File: src/rtl/sort_pkg.sv
// Shared types for the sort scheduler: FSM states, job length, ID width.
// Optional WAIT-state abort is enabled with SORT_SCHED_TIMEOUT_EN.
package sort_pkg;

  typedef enum logic [2:0] {
    IDLE,
    START,
    FEED,
    WAIT,
    DRAIN
  } state_t;

  localparam int JOB_LEN_DEF = 10;

  function automatic int id_w(input int n);
    return (n > 1) ? $clog2(n) : 1;
  endfunction

endpackage

File: src/rtl/sort_res_buf.sv
// Result buffer: synchronous FIFO holding one sorted job.
// Pushes while full and pops while empty are ignored.
module sort_res_buf
  import sort_pkg::*;
#(
  parameter int DEPTH = JOB_LEN_DEF,
  parameter int WIDTH = 32,
  localparam int CW = $clog2(DEPTH + 1),
  localparam int PW = id_w(DEPTH)
) (
  input  logic             clk,
  input  logic             rst_n,
  input  logic             push,
  input  logic             pop,
  input  logic             clear,
  input  logic [WIDTH-1:0] din,
  output logic [WIDTH-1:0] head,
  output logic             full,
  output logic             empty,
  output logic [CW-1:0]    count
);

  logic [WIDTH-1:0] mem [DEPTH];
  logic [PW-1:0]    wr;
  logic [PW-1:0]    rd;
  logic             do_push;
  logic             do_pop;

  assign full    = (count == CW'(DEPTH));
  assign empty   = (count == '0);
  assign do_push = push & ~full;
  assign do_pop  = pop & ~empty;
  assign head    = mem[rd];

  function automatic logic [PW-1:0] inc(
    input logic [PW-1:0] p
  );
    return (p == PW'(DEPTH - 1)) ? '0 : p + 1'b1;
  endfunction

  always_ff @(posedge clk or negedge rst_n) begin
    if (!rst_n) begin
      wr    <= '0;
      rd    <= '0;
      count <= '0;
    end else if (clear) begin
      wr    <= '0;
      rd    <= '0;
      count <= '0;
    end else begin
      if (do_push) wr <= inc(wr);
      if (do_pop) rd <= inc(rd);
      unique case ({do_push, do_pop})
        2'b10:   count <= count + 1'b1;
        2'b01:   count <= count - 1'b1;
        default: count <= count;
      endcase
    end
  end

  always_ff @(posedge clk) begin
    if (do_push && !clear) mem[wr] <= din;
  end

endmodule

File: src/rtl/sort_sched.sv
// Round-robin scheduler sharing one sort engine among NUM_REQ streams.
// Define SORT_SCHED_TIMEOUT_EN to abort WAIT after TIMEOUT cycles.
module sort_sched
  import sort_pkg::*;
#(
  parameter int NUM_REQ = 2,
  parameter int DATA_W  = 32,
  parameter int JOB_LEN = JOB_LEN_DEF
`ifdef SORT_SCHED_TIMEOUT_EN
  ,
  parameter int TIMEOUT = 64
`endif
) (
  input  logic                      clk,
  input  logic                      rst_n,
  input  logic [NUM_REQ-1:0]        s_tvalid,
  input  logic [NUM_REQ*DATA_W-1:0] s_tdata,
  input  logic [NUM_REQ-1:0]        s_tlast,
  output logic [NUM_REQ-1:0]        s_tready,
  output logic                      ap_start_sorting,
  output logic                      sm_tvalid,
  output logic [DATA_W-1:0]         sm_tdata,
  output logic                      sm_tlast,
  input  logic                      sm_tready,
  input  logic [DATA_W-1:0]         sort_data,
  input  logic                      sort_wen,
  input  logic                      sort_done,
  output logic                      m_tvalid,
  output logic [DATA_W-1:0]         m_tdata,
  output logic                      m_tlast,
  output logic [id_w(NUM_REQ)-1:0]  m_tid,
  input  logic                      m_tready,
  output logic                      busy,
  output logic [NUM_REQ-1:0]        err_len,
  output logic                      err_ovf
`ifdef SORT_SCHED_TIMEOUT_EN
  ,
  output logic                      timeout
`endif
);

  localparam int IDW = id_w(NUM_REQ);
  localparam int BW  = id_w(JOB_LEN);
  localparam int CW  = $clog2(JOB_LEN + 1);

  state_t           state;
  state_t           nxt;
  logic [IDW-1:0]   grant;
  logic [IDW-1:0]   last_grant;
  logic [IDW-1:0]   pick;
  logic [IDW-1:0]   idx;
  logic             found;
  logic [BW-1:0]    beat;
  logic             last_beat;
  logic             hs_in;
  logic             abort;
  logic             buf_push;
  logic             buf_pop;
  logic             buf_clear;
  logic             buf_full;
  logic             buf_empty;
  logic [CW-1:0]    buf_cnt;
  logic [DATA_W-1:0] buf_head;

  assign last_beat = (beat == BW'(JOB_LEN - 1));
  assign hs_in     = (state == FEED) & s_tvalid[grant] & sm_tready;
  assign buf_push  = (state == WAIT) & sort_wen;
  assign buf_pop   = (state == DRAIN) & ~buf_empty & m_tready;
  assign buf_clear = (state == START) | abort;

  // Rotating priority: start one past the previous winner.
  always_comb begin
    pick  = last_grant;
    found = 1'b0;
    idx   = '0;
    for (int i = 1; i <= NUM_REQ; i++) begin
      idx = IDW'((int'(last_grant) + i) % NUM_REQ);
      if (!found && s_tvalid[idx]) begin
        found = 1'b1;
        pick  = idx;
      end
    end
  end

`ifdef SORT_SCHED_TIMEOUT_EN
  localparam int TW = $clog2(TIMEOUT + 1);
  logic [TW-1:0] tcnt;

  always_ff @(posedge clk or negedge rst_n) begin
    if (!rst_n) begin
      tcnt    <= '0;
      timeout <= 1'b0;
    end else begin
      tcnt    <= (state == WAIT) ? tcnt + 1'b1 : '0;
      timeout <= abort;
    end
  end
`endif

  always_ff @(posedge clk or negedge rst_n) begin
    if (!rst_n) state <= IDLE;
    else        state <= nxt;
  end

  always_comb begin
    nxt              = state;
    abort            = 1'b0;
    s_tready         = '0;
    ap_start_sorting = 1'b0;
    sm_tvalid        = 1'b0;
    sm_tdata         = '0;
    sm_tlast         = 1'b0;
    m_tvalid         = 1'b0;
    m_tdata          = '0;
    m_tlast          = 1'b0;
    m_tid            = '0;
    busy             = (state != IDLE);
    unique case (state)
      IDLE: begin
        if (found) nxt = START;
      end
      START: begin
        ap_start_sorting = 1'b1;
        nxt = FEED;
      end
      FEED: begin
        sm_tvalid       = s_tvalid[grant];
        sm_tdata        = s_tdata[int'(grant)*DATA_W +: DATA_W];
        sm_tlast        = last_beat;
        s_tready[grant] = sm_tready;
        if (hs_in && last_beat) nxt = WAIT;
      end
      WAIT: begin
        if (sort_done) nxt = DRAIN;
`ifdef SORT_SCHED_TIMEOUT_EN
        else if (tcnt == TW'(TIMEOUT - 1)) begin
          nxt   = IDLE;
          abort = 1'b1;
        end
`endif
      end
      DRAIN: begin
        m_tvalid = ~buf_empty;
        m_tdata  = buf_empty ? '0 : buf_head;
        m_tlast  = (buf_cnt == CW'(1));
        m_tid    = grant;
        if (buf_empty || (buf_pop && buf_cnt == CW'(1)))
          nxt = IDLE;
      end
      default: nxt = IDLE;
    endcase
  end

  always_ff @(posedge clk or negedge rst_n) begin
    if (!rst_n) begin
      grant      <= '0;
      last_grant <= IDW'(NUM_REQ - 1);
      beat       <= '0;
      err_len    <= '0;
      err_ovf    <= 1'b0;
    end else begin
      if (state == IDLE && found) begin
        grant      <= pick;
        last_grant <= pick;
      end
      if (state == START) beat <= '0;
      else if (hs_in)     beat <= beat + 1'b1;
      // Framing error still counts the beat; length comes from the counter.
      if (hs_in && (s_tlast[grant] != last_beat))
        err_len[grant] <= 1'b1;
      if (buf_push && buf_full) err_ovf <= 1'b1;
    end
  end

  sort_res_buf #(
    .DEPTH (JOB_LEN),
    .WIDTH (DATA_W)
  ) u_buf (
    .clk   (clk),
    .rst_n (rst_n),
    .push  (buf_push),
    .pop   (buf_pop),
    .clear (buf_clear),
    .din   (sort_data),
    .head  (buf_head),
    .full  (buf_full),
    .empty (buf_empty),
    .count (buf_cnt)
  );

endmodule
File: config.mk
export PLATFORM = sky130hd
export DESIGN_NAME = sort_sched
export DESIGN_NICKNAME = d
export VERILOG_FILES = /design/src/rtl/sort_pkg.sv /design/src/rtl/sort_res_buf.sv /design/src/rtl/sort_sched.sv
export SDC_FILE = /design/constraint.sdc
export NUM_CORES = 1
export LEC_CHECK = 0
export BUFFER_PORTS_ARGS = -buffer_cell sky130_fd_sc_hd__buf_2
export CORE_AREA = 2 2 255 257
export CTS_BUF_LIST = sky130_fd_sc_hd__clkbuf_8
export CTS_CLUSTER_DIAMETER = 150
export CTS_CLUSTER_SIZE = 8
export DETAILED_ROUTE_END_ITERATION = 10
export DIE_AREA = 0 0 257 259
export PLACE_DENSITY = 0.46
export SLEW_MARGIN = 10
export SYNTH_ARGS = -nofsm -noshare
export SYNTH_HDL_FRONTEND = slang
export SYNTH_HIERARCHICAL = 1
export SYNTH_SLANG_ARGS = --single-unit
export TNS_END_PERCENT = 30
File: constraint.sdc
create_clock -name clk -period 5.2 [get_ports clk]
set_input_delay 0.26 -clock clk [delete_from_list [all_inputs] [get_ports clk]]
set_output_delay 0.26 -clock clk [all_outputs]
set_load 0.01 [all_outputs]
## After elaboration in Yosys (flattened, before gate mapping)

Memory sizes are Yosys's and may differ from the RTL's.
Index checks and enable logic that the tools add are counted.
Widths: inputs -> output; s select.

- Memories: 1
- Memory bits (writable): 320
- Bits in registers: 24
- Input bits: 106
- Logic and storage cells: 109
- Output and inout port bits: 76

- Shifts and indexed selects: 1
- Reduce and logical (&&, ||, !) cells: 19
- Order comparisons: 4
- Add/sub/neg operators: 7
- Bitwise gates (word level): 11
- Equality and inequality tests: 16
- Muxes and demuxes: 41

Memory list:

| name | depth | bits a word | read ports | clocked after memory_dff | wr ports | line | RTL |
|---|---|---|---|---|---|---|---|
| u_buf.mem | 10 | 32 | 1 | 0 | 1 | sort_res_buf.sv:23 | `logic [WIDTH-1:0] mem [DEPTH];` |

Operator list:

| kind | count |
|---|---|
| $mux 32 | 3 |
| $shiftx 64x7->32 | 1 |
| $mux 4 | 9 |
| $mux 1 | 21 |
| $add 4x1->4 const B | 4 |
| $eq 4x4->1 const B | 4 |
| $pmux 3 s5 | 1 |
| $mux 3 | 4 |
| $logic_and 1x1->1 | 8 |
| $pmux 4 s2 | 1 |
| $and 1x1->1 | 7 |
| $eq 3x2->1 const B | 2 |
| $lt 1x2->1 const B | 3 |
| $reduce_bool 2->1 | 3 |
| $reduce_bool 3->1 | 2 |
| $eq 4x1->1 const B | 1 |
| $logic_not 4->1 | 1 |
| $ne 2x1->1 const B | 2 |
| $ne 2x2->1 const B | 2 |
| $reduce_and 4->1 | 1 |
| $sub 4x1->4 const B | 1 |
| $eq 3x1->1 const B | 1 |
| $eq 3x3->1 const B | 1 |
| $logic_not 3->1 | 1 |
| other kinds (12) | 15 |

## Longest topological paths before layout

- Word-level depth: 9
- Gate-level depth with buffers: 11
- Depth with buffers taken out: 10

## Modules after synthesis

Netlist, hierarchy kept.

By module, submodules not included:

| module | sequential area each (sq um) | instances | area an instance (sq um) | cells an instance |
|---|---|---|---|---|
| sort_res_buf | 9909.5 | 1 | 13077.5 | 675 |
| sort_sched | 301.5 | 1 | 1415.1 | 178 |

## Least setup slack after synthesis

OpenSTA, ideal clock, no wires.

- Path kind: register -> register
- Start: reg state[1]
- End: mem u_buf.mem[8][0] (enable)
- Data required time: 4.699 ns
- Stages on the path, launching flop included: 7
- Setup time: 0.501 ns
- Arrival time: 4.441 ns
- Path slack: 0.258 ns
- Clock period less this slack: 4.942 ns
- Path buffers: 3
- Path through: dfrtp_1 > or3b_1 > clkbuf_1 > inv_2 > clkbuf_1 > clkbuf_1 > nor4_1

- Cells in the longest elaborated chain, start to end: 6
- Elaborated cells between the ends (all ways): 8
- Those cells by class: eq/ne: 2; mux: 2; bitwise: 2; reduce/logical: 2

Ends and longest elaborated chain:

| element | line | RTL |
|---|---|---|
| from (decl) | sort_sched.sv:46 | `state_t state;` |
| from (signal assigned) | sort_sched.sv:102 | `else state <= nxt;` |
| $eq 3x2->1 | sort_sched.sv:67 | `assign buf_push = (state == WAIT) & sort_wen;` |
| $and 1x1->1 | sort_sched.sv:67 |  |
| $and 1x1->1 | sort_res_buf.sv:31 | `assign do_push = push & ~full;` |
| $logic_and 1x1->1 (*) | sort_res_buf.sv:62 | `if (do_push && !clear) mem[wr] <= din;` |
| $mux 1 (*) | sort_res_buf.sv:62 |  |
| $mux 1 (not written as such) (*) | sort_res_buf.sv:62 |  |
| to (decl) | sort_res_buf.sv:23 |  |

Every way passes the cells marked *; elsewhere a longest branch is shown, timed or not.

## Worst setup path after layout

- Start: reg u_buf.rd[0]
- End: out m_tdata[9]

- Cells in the longest elaborated chain, start to end: 3

Ends and longest elaborated chain:

| element | line | RTL |
|---|---|---|
| from (decl) | sort_res_buf.sv:25 | `logic [PW-1:0] rd;` |
| from (signal assigned) | sort_res_buf.sv:52 | `if (do_pop) rd <= inc(rd);` |
| $mem_v2 10x32 | - |  |
| via buf_head[9] | sort_sched.sv:63 | `logic [DATA_W-1:0] buf_head;` |
| $mux 32 | sort_sched.sv:144 | `m_tdata = buf_empty ? '0 : buf_head;` |
| $mux 32 | sort_sched.sv:118 | `unique case (state)` |
| to (decl) | sort_sched.sv:29 | `output logic [DATA_W-1:0] m_tdata,` |

The timed path passes the listed nets, and every way through them passes these cells.

==> load_flow_metrics.sql <==
INSERT INTO impl_metrics (metric_group, metric, value, unit) VALUES
('worst_setup_path', 'worstRegToRegCells', '7', ''),
('logic_synthesis', 'yosysWarnings', '6', ''),
('floorplanning', 'initial_cell_density_of_the_core', '22.7', '%'),
('global_routing', 'grt_max_degree', '61', ''),
('sta', 'setup_repair_after_global_routing_missed_its_margin', 'no', ''),
('cells_and_area', 'area_growth_syn_to_layout', '21.1', '%'),
('clock_network', 'clkSlewWorstSetupHoldPaths', '0.07', 'ns'),
('pwr', 'power_frac_clock', '27.0', '%'),
('pwr', 'pwr_cell_area', '380', 'nW/um^2'),
('global_routing', 'global_route.peak_usage_layer', 'met2', ''),
('logic_synthesis', 'synth.top_cells.by_area', 'sky130_fd_sc_hd__edfxtp_1 66%, sky130_fd_sc_hd__mux4_2 9.9%, sky130_fd_sc_hd__dfrtp_1 4.0%', ''),
('logic_synthesis', 'most_frequent_cell_after_synthesis', 'sky130_fd_sc_hd__edfxtp_1', ''),
('cells_and_area', 'multi_input_area', '4050', 'sq um'),
('place', 'detailed_place_hpwl', '22200', 'microns'),
('logic_synthesis', 'yosysUniqueCellTypes', '60', ''),
('run', 'cap_viol_max_count', '0', ''),
('global_routing', 'grt.met2_usage', '17.8', '%'),
('global_routing', 'grt_use_total', '10.5', '%'),
('place', 'routabilityCongestion', '0.830', ''),
('detailed_routing', 'antenna_left', '0', ''),
('pwr', 'share_comb_of_total_power', '21.8', '%'),
('worst_setup_path', 'arrival', '3.33', 'ns'),
('floorplanning', 'die-width', '257', 'microns'),
('logic_synthesis', 'ys_seq_area_share', '70.5', '%'),
('logic_synthesis', 'predominant_post_synthesis_flop_cell', 'sky130_fd_sc_hd__edfxtp_1', ''),
('detailed_routing', 'drc_errors_left', '0', ''),
('min_path', 'worst_hold_path_type', 'input port to register', ''),
('clock_network', 'cts_buffers', '48', ''),
('logic_synthesis', 'count_of_flip_flops_with_a_built_in_enable_after_synthesis', '320', ''),
('outcome', 'run_status', 'finished, final reports clean', ''),
('cells_and_area', 'post_route_cells_drive_above_1_share', '31.4', '%'),
('detailed_routing', 'dr.first_iter.drc_count', '401', ''),
('sta', 'worstMarginPinSlew', '1.09', 'ns'),
('detailed_routing', 'avgViaCountPerCell', '4.24', ''),
('place', 'buffer_ports.inserted', '181', ''),
('global_routing', 'antenna_found_initial', '1', ''),
('floorplanning', 'chipHeight', '259', 'microns'),
('floorplanning', 'rows', '93', ''),
('sta', 'final.hold.worst_slack', '0.0574', 'ns'),
('clock_network', 'postCtsSetupBuffers', '0', ''),
('logic_synthesis', 'synth_seq_cells', '344', ''),
('pwr', 'power.switching', '1980', 'uW'),
('sta', 'fin_skew', '0.0405', 'ns'),
('floorplanning', 'die_area', '66600', 'sq um'),
('detailed_routing', 'drt_first_pass_iters', '4', ''),
('logic_synthesis', 'yosys.area.top_type_share', '66.3', '%'),
('clock_network', 'cts_sinks', '344', ''),
('pwr', 'swShare', '29.7', '%'),
('worst_setup_path', 'worstSetupPathType', 'register to output port', ''),
('logic_synthesis', 'library_cell_with_the_largest_summed_area_after_synthesis', 'sky130_fd_sc_hd__edfxtp_1', ''),
('worst_setup_path', 'crit_fanout', '60', ''),
('logic_synthesis', 'syn-mean-instance-area', '17.0', 'sq um'),
('pwr', 'power_frac_seq', '51.2', '%'),
('cells_and_area', 'seqCellArea', '10200', 'sq um'),
('detailed_routing', 'per_cell_routed_wire_length', '18.0', 'microns'),
('pwr', 'vdd_drop_max', '0.163', 'mV'),
('floorplanning', 'fp.coreArea', '63900', 'sq um'),
('sta', 'min_period_over_period', '69.1', '%'),
('logic_synthesis', 'synthCells', '853', ''),
('cells_and_area', 'final.fill_count', '6451', ''),
('clock_network', 'worst_skew_late_latency', '0.63', 'ns'),
('global_routing', 'grt_first_pass_wirelength', '53600', 'microns'),
('logic_synthesis', 'netlist_area', '14500', 'sq um'),
('sta', 'final_tns_setup', '0', 'ns'),
('sta', 'final_max_slew_viol_count', '0', ''),
('global_routing', 'use_met3', '2.24', '%'),
('cells_and_area', 'nets', '1200', ''),
('worst_setup_path', 'timing.critical_path.to_type', 'output port', ''),
('floorplanning', 'top_level_ports', '182', ''),
('sta', 'final-setup-viol-count', '0', ''),
('logic_synthesis', 'syn-num-nets', '966', '');
[layer usage]
layer	routed length, microns	vias to the layer above
met3	1680	42
met1	15800	4190
met4	576	0
met5	0	-
li1	-	3799
met2	17000	233
[worst paths after layout]
check                                        startpoint                          to  slack, ns
worst min-delay path                         s_tlast[0]      err_len[0]$_DFFE_PN0P_       0.06
worst min register to register   err_len[0]$_DFFE_PN0P_      err_len[0]$_DFFE_PN0P_       0.46
max in group asynchronous                         rst_n     u_buf/rd[0]$_DFFE_PN0P_       4.53
min in group asynchronous                         rst_n  u_buf/count[2]$_DFFE_PN0P_       0.22
worst max register to register     state[1]$_DFFE_PN0P_  u_buf/mem[3][16]$_DFFE_PP_       1.80
worst max-delay path            u_buf/rd[0]$_DFFE_PN0P_                  m_tdata[9]       1.61
[layout make-up]
| cell class | instances | area share (%) |
|---|---|---|
| tap | 855 | 6.10 |
| timing repair buffer | 241 | 8.30 |
| clock buffer | 48 | 3.77 |
| multi-input combinational | 445 | 23.1 |
| antenna | 1 | 0.0143 |
| inverter | 7 | 0.150 |
| clock inverter | 9 | 0.328 |
| sequential | 344 | 58.2 |
[through the flow]
step                cell area, sq um  cells  util (%)  total power (uW)  worst slack [ns]
floorplan                      14500    853         -              4440             0.258
global placement               16400   1852      25.7              4900              1.92
detailed placement             16400   1852      25.7              4920              1.85
CTS                            17500   1949      27.5              6810              1.48
global route                   17500   1950      27.5              7070              1.35
finish                         17500   1950      27.5              6670              1.61
[cell usage in the layout, fill, tap and decap left out, types with 2 or more instances in the layout]
master	synthesis	layout
sky130_fd_sc_hd__and3_1	4	4
sky130_fd_sc_hd__nand3_1	7	7
sky130_fd_sc_hd__a21oi_1	11	11
sky130_fd_sc_hd__dfrtp_2	0	3
sky130_fd_sc_hd__nor2_4	0	9
sky130_fd_sc_hd__xnor2_1	4	4
sky130_fd_sc_hd__dfrtp_1	23	19
sky130_fd_sc_hd__buf_2	23	181
sky130_fd_sc_hd__nand2b_1	37	36
sky130_fd_sc_hd__a32o_1	2	2
sky130_fd_sc_hd__clkbuf_8	0	48
sky130_fd_sc_hd__a31oi_1	3	3
sky130_fd_sc_hd__mux2_1	2	2
sky130_fd_sc_hd__nand4bb_1	2	2
sky130_fd_sc_hd__buf_4	5	20
sky130_fd_sc_hd__and2_1	35	35
sky130_fd_sc_hd__nor4_2	0	2
sky130_fd_sc_hd__o21ai_0	7	7
sky130_fd_sc_hd__o211ai_1	37	37
sky130_fd_sc_hd__o21ai_1	2	2
sky130_fd_sc_hd__or4b_1	2	2
sky130_fd_sc_hd__edfxtp_1	320	320
sky130_fd_sc_hd__nand4b_1	3	3
sky130_fd_sc_hd__nor2_1	55	46
sky130_fd_sc_hd__a31o_1	2	2
sky130_fd_sc_hd__a22oi_1	32	32
sky130_fd_sc_hd__nor3_1	6	6
sky130_fd_sc_hd__inv_1	6	12
sky130_fd_sc_hd__nor4_1	4	2
sky130_fd_sc_hd__mux2i_1	37	37
sky130_fd_sc_hd__ha_1	6	6
sky130_fd_sc_hd__nor2b_1	7	6
sky130_fd_sc_hd__nand3b_1	4	4
sky130_fd_sc_hd__dlygate4sd3_1	0	40
sky130_fd_sc_hd__or3_1	2	2
sky130_fd_sc_hd__nand2_1	45	45
sky130_fd_sc_hd__mux4_2	64	64
[power groups by stage]
stage	registers [uW]	clock network [uW]	logic, uW
after floorplan	3280	0	1160
after global placement	3470	0	1430
after detailed placement	3480	0	1440
after CTS	3420	1900	1480
after global routing	3460	2000	1610
final	3420	1800	1450
[logic make-up after synthesis]
group | Yosys count | share of synthesized area (%)
fa+ha+maj | 7 | 0.656
xor+xnor | 5 | 0.302
simple gates | 224 | 8.31
compound gates | 105 | 5.34
mux | 104 | 12.7
flops | 344 | 70.5
buf+inv | 64 | 2.19
[critical path, cell delays in order (launching register included)]
cell	delay, ns
sky130_fd_sc_hd__dfrtp_4	1.00
sky130_fd_sc_hd__buf_4	0.47
sky130_fd_sc_hd__mux4_2	0.55
sky130_fd_sc_hd__a22oi_1	0.31
sky130_fd_sc_hd__nand2_1	0.09
sky130_fd_sc_hd__and2_1	0.15
sky130_fd_sc_hd__buf_2	0.13
[registers in the layout, indices dropped and copies added (netlist names), 2 cells and up]
name / cells
beat: 4
err_len: 2
state: 3
u_buf/count: 4
u_buf/mem: 320
u_buf/rd: 4
u_buf/wr: 4
[timing repair]
action | CTS | global route
endpoints found under the hold margin | 350 | 0
resized for setup | 0 | 0
hold buffers | 40 | 0
endpoints found under the setup margin | 0 | 0
No activity file was read; power rests on OpenSTA's default activity.
